==> src/rtl/ifetch_if.sv <==
// ifetch_if: instruction-memory, redirect and instruction-stream signals of the fetch unit
interface ifetch_if;
  logic [31:0] imem_a, imem_rd, redirect_pc, inst, inst_pc;
  logic redirect, inst_valid, inst_ready, fault;
  modport master (output imem_a, inst_valid, inst, inst_pc, fault,
                  input imem_rd, redirect, redirect_pc, inst_ready);
  modport slave (input imem_a, inst_valid, inst, inst_pc, fault,
                 output imem_rd, redirect, redirect_pc, inst_ready);
endinterface

==> src/rtl/ifetch_unit.sv <==
// ifetch_unit: sequential fetch with a 2-entry {pc, inst} buffer, redirect flush and misalign fault
module ifetch_unit #(
  parameter logic [31:0] RESET_PC = 32'h0000_0000,
  parameter int MEM_WORDS = 64
) (
  input logic clk,
  input logic rst_n,
  ifetch_if.master f
);
  localparam logic [31:0] LIM = 32'(MEM_WORDS * 4);
  logic [31:0] pc, pc_inc, pc_next, e0_pc, e0_i, e1_pc, e1_i;
  logic [1:0] count, slot;
  logic pop, push;
  assign f.imem_a = pc;
  assign f.inst_valid = count != 2'd0;
  assign f.inst = e0_i;
  assign f.inst_pc = e0_pc;
  assign pop = f.inst_valid & f.inst_ready;
  assign push = ~f.redirect & ((count != 2'd2) | pop);
  assign slot = count - {1'b0, pop};
  assign pc_inc = pc + 32'd4;
  assign pc_next = pc_inc >= LIM ? pc_inc - LIM : pc_inc;
  always_ff @(posedge clk or negedge rst_n)
    if (!rst_n) begin
      pc <= RESET_PC;
      count <= 2'd0;
      e0_pc <= '0;
      e0_i <= '0;
      e1_pc <= '0;
      e1_i <= '0;
      f.fault <= 1'b0;
    end else begin
      f.fault <= f.redirect & (|f.redirect_pc[1:0]);
      if (f.redirect) begin
        count <= 2'd0;
        pc <= {f.redirect_pc[31:2], 2'b00} % LIM;
      end else begin
        count <= count + {1'b0, push} - {1'b0, pop};
        if (push) pc <= pc_next;
        // the tail slot is computed after the pop shift, so a refill can land in e0
        if (pop) begin
          e0_pc <= e1_pc;
          e0_i <= e1_i;
        end
        if (push && slot == 2'd0) begin
          e0_pc <= pc;
          e0_i <= f.imem_rd;
        end
        if (push && slot == 2'd1) begin
          e1_pc <= pc;
          e1_i <= f.imem_rd;
        end
      end
    end
endmodule

==> src/flat_wrapper.sv <==
// flat-port wrapper written by rule: the top's interface ports become plain ports
module ifetch_unit_flat 
#(
  parameter logic [31:0] RESET_PC = 32'h0000_0000,
  parameter int MEM_WORDS = 64
)
  (clk, rst_n, f_imem_a, f_inst_valid, f_inst, f_inst_pc, f_fault, f_imem_rd, f_redirect, f_redirect_pc, f_inst_ready);
  ifetch_if f_i ();
  input logic clk;
  input logic rst_n;
  output wire logic [$bits(f_i.imem_a)-1:0] f_imem_a;
  output wire logic [$bits(f_i.inst_valid)-1:0] f_inst_valid;
  output wire logic [$bits(f_i.inst)-1:0] f_inst;
  output wire logic [$bits(f_i.inst_pc)-1:0] f_inst_pc;
  output wire logic [$bits(f_i.fault)-1:0] f_fault;
  input wire logic [$bits(f_i.imem_rd)-1:0] f_imem_rd;
  input wire logic [$bits(f_i.redirect)-1:0] f_redirect;
  input wire logic [$bits(f_i.redirect_pc)-1:0] f_redirect_pc;
  input wire logic [$bits(f_i.inst_ready)-1:0] f_inst_ready;
  assign f_imem_a = f_i.imem_a;
  assign f_inst_valid = f_i.inst_valid;
  assign f_inst = f_i.inst;
  assign f_inst_pc = f_i.inst_pc;
  assign f_fault = f_i.fault;
  assign f_i.imem_rd = f_imem_rd;
  assign f_i.redirect = f_redirect;
  assign f_i.redirect_pc = f_redirect_pc;
  assign f_i.inst_ready = f_inst_ready;
  ifetch_unit #(.RESET_PC(RESET_PC), .MEM_WORDS(MEM_WORDS)) u_core (.clk(clk), .rst_n(rst_n), .f(f_i));
endmodule
==> config.mk <==
export PLATFORM = sky130hd
export DESIGN_NAME = ifetch_unit_flat
export DESIGN_NICKNAME = d
export VERILOG_FILES = /design/src/rtl/ifetch_if.sv /design/src/rtl/ifetch_unit.sv /design/src/flat_wrapper.sv
export SDC_FILE = /design/constraint.sdc
export NUM_CORES = 1
export LEC_CHECK = 0
export CORE_ASPECT_RATIO = 2
export CORE_MARGIN = 1
export CORE_UTILIZATION = 57
export CTS_CLUSTER_SIZE = 25
export DETAILED_ROUTE_END_ITERATION = 8
export PLACE_DENSITY = 0.95
export SYNTH_ARGS = -nofsm -noshare
export SYNTH_HDL_FRONTEND = slang
export SYNTH_SLANG_ARGS = --single-unit
==> constraint.sdc <==
create_clock -name clk -period 7.81 [get_ports clk]
set_clock_uncertainty 0.1 [all_clocks]
set_input_delay 0.781 -clock clk [delete_from_list [all_inputs] [get_ports clk]]
set_output_delay 0.781 -clock clk [all_outputs]
set_load 0.05 [all_outputs]
==> summary.txt <==
dpl cells: 1,095
via count: 6,895
number of synthesized flops with an enable pin: 0
overall power: 4.50 mW
largest net degree at the start of global routing: 125
fmax: 212 MHz
Top FF cell, synth: dfrtp_1
CTS buffer count: 17
Worst EP required: 8020 ps
HP Class: in2async
worst path arrival time: 4940 ps
pwr dens: 433 nW/um2
layout net count: 996
Slew @ Worst Pin: 1180 ps
share of cells above drive strength 1: 0.140
worst-path maximum fanout: 9
clk sinks: 157
Post-Syn Area: 8430 um2
reported max-cap violation count: 0
critical path capture point type: flop
post-synth cell types: 64
IO Pins: 166
critical setup path kind: reg2reg
Pleak: 4.19 nW
YS warnings: 0
Area Growth Syn to Fin: 23.5%
Starting Density: 0.584
CORE AREA: 14,400 um2
ys async rst share: 1.00
Worst Setup Start Kind: flop
Max Slew Vio Count: 0
sequential area share after synthesis: 0.466
routed wire length per instance: 19.1 um
Clock Root Buffer: clkbuf_16
Syn Inst Count: 830
top-area cell type share of the netlist area: 0.466
drt first pass iters: 6
Core Util, Final: 0.721
RSZ-0062 raised after global routing: false
number of global-route vias before repair: 6,952
final hold viol count: 0
post-route ant nets: 0
most frequent cell after synthesis: dfrtp_1
GPL Wtd Cong: 0.949
height of the die: 174 um
setup TNS: 0 ps
initial antenna violation count: 1
Area after DPL: 9790 um2
Max clock buf depth: 2
Peak VDD IR: 288 uV
Worst-Skew Late Latency: 430 ps
GRT Util Overall: 0.295
minimum clock period: 4730 ps
DR iter-0 viols: 518
CTS tree: done
remaining global-route overflow: 0
top cells by area, synth: dfrtp_1, mux2_2, mux2i_1
DRC: 0
top cell type by total area after synthesis: dfrtp_1
drt via density: 6.11
H-tree levels: 4
final WL: 21,500 um
Post-CTS Hold Fix Bufs: 0
first-pass GRT wire length: 34,500 um
Synth Register Bits: 157
Non-Filler Instances: 1,128
status: complete, no violations
input/output buffers: 137
Rows: 62
Finished Cell Area: 10,400 um2
post-cts resize count: 0
top cells by count, synth: dfrtp_1, nand2_1, o21ai_0
Die X-Extent: 88.0 um
Post-CTS Setup Bufs: 0
Clock transition at path regs: 60 ps
HPWL Detailed: 13,800 um
Relative slew margins: 0.215
crit share post-route: 0.605
total die area: 15,300 um2
Final Setup Violations: 0
mean post-synth cell area: 10.2 um2
## cells in the final DEF, fill, tap and decap left out, types with 10 or more instances in the layout
master	synthesis	routed
o21ai_0	80	80
mux2_2	73	73
xnor2_1	10	10
clkdlybuf4s50_1	0	135
dfrtp_1	157	157
a21oi_1	21	21
nor2_1	37	37
nor2b_1	13	12
nor3_1	11	11
mux2i_1	68	68
nand4_1	18	18
nor4_1	10	10
clkbuf_16	0	17
nand3_1	22	22
nand2_1	94	94
and2_1	11	11
## flip-flops by register name, summed over array words and instances (netlist names)
| signal | count |
|---|---|
| u_core.e1_i | 32 |
| u_core.f.fault | 1 |
| u_core.f.inst_pc | 30 |
| u_core.count | 2 |
| u_core.f.inst | 32 |
| u_core.f.imem_a | 30 |
| u_core.e1_pc | 30 |
## logic make-up after synthesis
| logic type | count (synthesis) | synth area share |
|---|---|---|
| AND/OR/NAND/NOR | 270 | 0.168 |
| flip-flops | 157 | 0.466 |
| AO/OA/AOI/OAI | 152 | 0.114 |
| multiplexers | 145 | 0.184 |
| buffers and inverters | 81 | 0.0407 |
| XOR/XNOR | 18 | 0.0187 |
| adder cells (fa/ha/maj) | 6 | 0.00890 |
| other | 1 | 0.000445 |
## where the power goes
part           switching [mW]  leakage, nW  total, mW  internal [mW]
Combinational            1.39         1.88       2.22          0.833
Sequential              0.277         2.01       1.42           1.14
Clock                   0.341        0.292      0.861          0.521
Total                    2.01         4.19       4.50           2.50
## critical path: stages, from the launching register on
cell	delay, ps
dfrtp_1	530
ha_1	370
nand4_1	240
or4_1	610
or4_4	550
xor2_1	310
nand4_2	210
nor4_2	930
o21ai_0	180
a21oi_1	220
mux2_2	350
## stage by stage
stage / hold slack [ps] / worst slack, ps
5_1_grt: 332 / 2790
3_5_place_dp: 396 / 3220
2_1_floorplan: 380 / 3610
6_report: 273 / 3080
3_3_place_gp: 389 / 3250
4_1_cts: 300 / 3160
## path summary, 6_finish.rpt
kind	startpoint	end	slack, ps	cells after the start
max	u_core.f.imem_a[2]$_DFFE_PN0N_	u_core.f.imem_a[21]$_DFFE_PN0N_	3080	10
min	rst_n	u_core.f.inst_pc[7]$_DFFE_PN0P_	270	1
max reg2reg	u_core.f.imem_a[2]$_DFFE_PN0N_	u_core.f.imem_a[21]$_DFFE_PN0N_	3080	10
min reg2reg	u_core.e1_i[18]$_DFFE_PN0P_	u_core.e1_i[18]$_DFFE_PN0P_	410	1
max in group asynchronous	rst_n	u_core.e1_i[8]$_DFFE_PN0P_	5870	2
min in group clk	u_core.e1_i[18]$_DFFE_PN0P_	u_core.e1_i[18]$_DFFE_PN0P_	410	1
## routing by layer
layer,vias to the layer above,part of all wire,wire [um],GRT usage
met3,77,0.054,1170,0.0665
met4,0,0.046,988,0.157
li1,3156,-,-,-
met2,266,0.54,11600,0.521
met1,3396,0.36,7780,0.317
met5,-,0,0,0
## cell type report
type / instances / area [um2]
inverters: 9 / 33.8
fillers: 1037 / 4020
flip-flops and latches: 157 / 3930
multi-input cells: 595 / 4180
clock buffers: 19 / 453
diodes: 1 / 2.50
repair buffers: 142 / 1410
well taps: 192 / 240
clock inverters: 13 / 161
Power figures use the tool's default switching activity.
